==> src/rtl/fetch_unit.sv <==
// Instruction fetch stage: owns the PC, prefetches the word at PC into a one-entry buffer, loads IR on ir_write.
// Latency: data usable the cycle after imem_valid; an ir_write coinciding with imem_valid in REQ bypasses into IR.
// Backpressure: stall rises while ir_write waits on an empty buffer; requests are never aborted once issued.
// Ports: clk/rst (async active-low), clk_en gates ir_write/pc_write, pc_next is the new PC from the ALU,
//        imem_req/imem_addr/imem_rdata/imem_valid form the memory handshake,
//        pc/instr plus decoded fields go to the controller/datapath, misaligned is sticky until reset.
module fetch_unit #(
   parameter logic [31:0] RESET_PC = 32'h0000_0000
) (
   input  logic        clk,
   input  logic        rst,
   input  logic        clk_en,
   input  logic        ir_write,
   input  logic        pc_write,
   input  logic [31:0] pc_next,
   output logic        imem_req,
   output logic [31:0] imem_addr,
   input  logic [31:0] imem_rdata,
   input  logic        imem_valid,
   output logic        stall,
   output logic [31:0] pc,
   output logic [31:0] instr,
   output logic [5:0]  opcode,
   output logic [4:0]  rs,
   output logic [4:0]  rt,
   output logic [4:0]  rd,
   output logic [4:0]  shamt,
   output logic [5:0]  funct,
   output logic        misaligned
);

   typedef enum logic [1:0] {REQ, WAIT_DISCARD, FULL} state_t;

   state_t      state;
   logic [31:0] fetch_buf;
   logic [31:0] req_addr;    // address of a request that pc has already moved past
   logic        accept_ir;
   logic        accept_pc;
   logic        bypass;

   assign accept_ir = clk_en & ir_write;
   assign accept_pc = clk_en & pc_write;
   // Data arriving for the current pc while the buffer is empty can feed IR directly.
   assign bypass    = (state == REQ) & imem_valid;

   // Gated by rst so the request drops the instant reset asserts, without waiting for an edge.
   assign imem_req  = rst & (state != FULL);
   assign imem_addr = (state == WAIT_DISCARD) ? req_addr : pc;
   assign stall     = rst & accept_ir & (state != FULL) & ~bypass;

   assign opcode = instr[31:26];
   assign rs     = instr[25:21];
   assign rt     = instr[20:16];
   assign rd     = instr[15:11];
   assign shamt  = instr[10:6];
   assign funct  = instr[5:0];

   always_ff @(posedge clk or negedge rst) begin
      if (!rst) begin
         state      <= REQ;
         pc         <= RESET_PC;
         instr      <= 32'h0;
         fetch_buf  <= 32'h0;
         req_addr   <= RESET_PC;
         misaligned <= 1'b0;
      end else begin
         if (accept_pc) begin
            pc <= {pc_next[31:2], 2'b00};
            if (pc_next[1:0] != 2'b00) begin
               misaligned <= 1'b1;
            end
         end

         case (state)
            REQ: begin
               if (imem_valid) begin
                  fetch_buf <= imem_rdata;
                  if (accept_ir) begin
                     instr <= imem_rdata;
                  end
                  // A simultaneous pc change makes the captured word stale for the new pc.
                  state <= accept_pc ? REQ : FULL;
               end else if (accept_pc) begin
                  // Keep presenting the old address until memory answers it.
                  req_addr <= pc;
                  state    <= WAIT_DISCARD;
               end
            end
            WAIT_DISCARD: begin
               if (imem_valid) begin
                  state <= REQ;
               end
            end
            FULL: begin
               if (accept_ir) begin
                  instr <= fetch_buf;
               end
               if (accept_pc) begin
                  state <= REQ;
               end
            end
            default: state <= REQ;
         endcase
      end
   end

endmodule

==> config.mk <==
export PLATFORM = sky130hd
export DESIGN_NAME = fetch_unit
export DESIGN_NICKNAME = d
export VERILOG_FILES = /design/src/rtl/fetch_unit.sv
export SDC_FILE = /design/constraint.sdc
export NUM_CORES = 1
export LEC_CHECK = 0
export CAP_MARGIN = 25
export CORE_UTILIZATION = 45
export DETAILED_ROUTE_END_ITERATION = 6
export GPL_TIMING_DRIVEN = 1
export PLACE_DENSITY = 0.76
export SYNTH_ARGS = -nofsm -noshare
export SYNTH_HDL_FRONTEND = slang
export SYNTH_SLANG_ARGS = --single-unit
==> constraint.sdc <==
create_clock -name clk -period 1.7 [get_ports clk]
set_input_delay 0.34 -clock clk [delete_from_list [all_inputs] [get_ports clk]]
set_output_delay 0.34 -clock clk [all_outputs]
set_load 0.05 [all_outputs]
==> impl_metrics.csv <==
group,metric,value,unit
outcome,status,"finished with violations",
outcome,failed_checks,"negative setup slack",
clock_network,clk_pin_slew,0.05,ns
layout,final_nets,648,
clock_network,root_buffer,"clkbuf_16",
floorplanning,core,0.01221,sq mm
logic_synthesis,synth_edf_count,0,
critical_path,critPathBufInv,3,
routing,top_layer_used,"met4",
sta,whs,0.006652,ns
layout,fin_area,0.008756,sq mm
clock_network,ctsLongestPathBuffers,2,
sta,worst_slack,-0.4026,ns
logic_synthesis,async_flop_share,100.0,%
logic_synthesis,netlist_top_cells_area,"dfrtp_1 (55%), mux2_2 (30%), mux2_1 (6.1%)",
logic_synthesis,synth_commonest_cells,"mux2_2 (155), dfrtp_1 (127), buf_4 (36), mux2_1 (31), buf_2 (13)",
layout,multi_input_area,0.002437,sq mm
placement,dpl-instance-area,0.007473,sq mm
layout,diodes,0,
clock_network,cts.sinks,127,
clock_network,cts_buffers,17,
sta,finalSetupViolCount,34,
grt,grt_pass1_wl,20030,um
routing,drc_errors,0,
sta,rsz0062_at_grt,"true",
clock_network,cts_max_level,4,
placement,place_hpwl,8482,um
floorplanning,pin_count,201,
pwr,powerDensity,1633,mW/mm^2
pwr,power_frac_seq,31.5,%
clock_network,worstSkewPairLatency,0.42,ns
placement,place.gp.congestion,0.7405,
floorplanning,die-area,0.01323,sq mm
layout,nFillCells,822,
critical_path,endpoint,"imem_addr[16]",
logic_synthesis,synth_top_area_share,55.29,%
layout,drive_gt1_share,59.49,%
logic_synthesis,postSynthAreaPerCell,14.97,sq um
pwr,p_int,8.579,mW
logic_synthesis,syn_inst,384,
floorplanning,fp.dieW,115.0,um
sta,slew_headroom,52.46,%
routing,via_per_inst,5.018,
routing,vias,3804,
critical_path,cp-start-kind,"flip-flop",
grt,track_usage,20.36,%
floorplanning,fp.dieH,115.0,um
logic_synthesis,ys_seq_elements,127,
pwr,p_leak,3.922,nW
sta,hold_viol,0,
grt,antenna_found_initial,0,
critical_path,crit_type,"flip-flop to primary output",
layout,finalNonFillerCells,758,
layout,syn_to_final_growth,52.33,%
layout,seq_area,0.003178,sq mm
routing,drt_pre_antenna_iters,4,
critical_path,rr_endpoint,"instr[14]$_DFFE_PN0P_",
pwr,p_sw_share,40.00,%
critical_path,worstPathRequired,1.36,ns
logic_synthesis,synth.distinct_cells,19,
routing,wl_per_cell,18.93,um
logic_synthesis,synth_warnings,0,
critical_path,critPathMaxFanout,7,
clock_network,ctsHoldBuffers,0,
placement,io_buffers,196,
sta,report.final.slew_viol_count,0,
sta,fin_skew,0.007699,ns
sta,worst_pin_slew,0.7131,ns
critical_path,reg2reg_slack,0,ns
floorplanning,row_count,40,
critical_path,crit_slowest_cell,"dfrtp_1",
pwr,vdd_drop_max,944.1,uV
logic_synthesis,synth_top_area_cell,"dfrtp_1",
pwr,p_switching,5.718,mW
pwr,comb_power_share,44.4,%
routing,drt_iter0_markers,141,
critical_path,path_delay_family,"buffers and inverters",
critical_path,worstPathArrival,1.76,ns
pwr,power.total,14.30,mW
grt,grt_max_degree,71,
routing,wl_met3,941,um
clock_network,cts_tree,"built",
min_path,hp-class,"input port to async pin",
flow_run,max_cap_viol_count,0,
critical_path,crit_start,"state[1]$_DFFE_PN0P_",
logic_synthesis,ys_seq_area_share,55.29,%
critical_path,end_kind,"primary output",
grt,overflow,0,
critical_path,path_depth,5,
logic_synthesis,synth_flop_cell,"dfrtp_1",
routing,wl_met2,7072,um
logic_synthesis,synth_most_common_cell,"mux2_2",
routing,wl_met1,6106,um
critical_path,cpPeakStageDelay,0.41,ns
routing,wl,14350,um
critical_path,reg2reg_depth,6,
logic_synthesis,syn_area,0.005748,sq mm
grt,first_global_vias,3984,
sta,layout_min_cycle_time,2.103,ns
routing,final_antenna_net_count,0,
critical_path,r2r-start,"state[1]$_DFFE_PN0P_",
sta,period_share,123.7,%
sta,fmax,475.6,MHz
pwr,pwr-share-clk,24.1,%
placement,placed_cells_incl_taps,710,
critical_path,crit_chain,"nor2b_4, buf_6, clkbuf_16, mux2_4, buf_8",
floorplanning,start_util,47.07,%
## timing repair
action	in CTS	in global routing
setup endpoints to repair	32	94
resized for setup	41	79
buffers inserted	6	5
gates cloned	1	7
pin swaps	2	3
## sequential cells by signal, summed over array words and instances (netlist names)
name	cells
misaligned	1
pc	30
state	2
req_addr	30
instr	32
fetch_buf	32
## layout make-up
cell class                      count  area share, %
Clock buffer                       25          5.887
Tap cell                          168          2.401
Clock inverter                      6         0.6288
Sequential cell                   127          36.30
Timing Repair Buffer              227          26.95
Multi-Input combinational cell    205          27.84
## kinds of logic after synthesis
family / Yosys count / synth area share (%)
muxes: 186 / 36.44
DFF: 127 / 55.29
buffers and inverters: 55 / 6.617
and+or+nand+nor: 11 / 1.154
AOI/OAI and AO/OA: 4 / 0.4353
other: 1 / 0.06524
## power by group through the flow
stage / clock (mW) / sequential, mW / combinational, mW
2_1_floorplan: 0 / 5.72 / 3.13
3_3_place_gp: 0 / 4.44 / 5.79
3_5_place_dp: 0 / 4.50 / 5.86
4_1_cts: 3.50 / 4.46 / 6.03
5_1_grt: 3.63 / 4.61 / 6.60
6_report: 3.45 / 4.50 / 6.35
## placed cells by master, fill, tap and decap left out, types with 2 or more instances in the layout
master,n
clkbuf_16,22
dfrtp_1,127
clkdlybuf4s50_1,68
clkbuf_8,6
mux2_1,31
buf_12,11
mux2_4,47
clkinv_2,5
a21oi_1,2
buf_8,27
conb_1,4
nand2_1,2
buf_6,10
buf_4,105
mux2_2,108
clkbuf_1,2
## how the worst min path moves through the flow
stage	startpoint	end	slack, ns	cells after the start
after floorplan	rst	fetch_buf[0]$_DFFE_PN0P_	0.04	0
after global placement	rst	fetch_buf[6]$_DFFE_PN0P_	0.44	2
after detailed placement	rst	fetch_buf[28]$_DFFE_PN0P_	0.45	2
after CTS	rst	instr[0]$_DFFE_PN0P_	0.02	2
after global routing	rst	instr[12]$_DFFE_PN0P_	0.04	2
final	rst	fetch_buf[28]$_DFFE_PN0P_	0.007	2
## per-layer routing
layer	vias to the layer above	GRT usage, %
met5	-	0
met4	0	8.658
met3	17	6.958
met2	146	33.82
met1	1921	24.13
li1	1720	-
## stage by stage
stage	TNS [ns]	setup slack, ns	utilization (%)
after detailed placement	-24.10	-0.2453	61.20
after CTS	-11.46	-0.3778	67.66
after floorplan	0	0.09689	-
after global placement	-20.24	-0.2087	61.20
after global routing	-13.95	-0.4343	71.70
final	-11.73	-0.4026	71.70
Power figures use the tool's default switching activity.
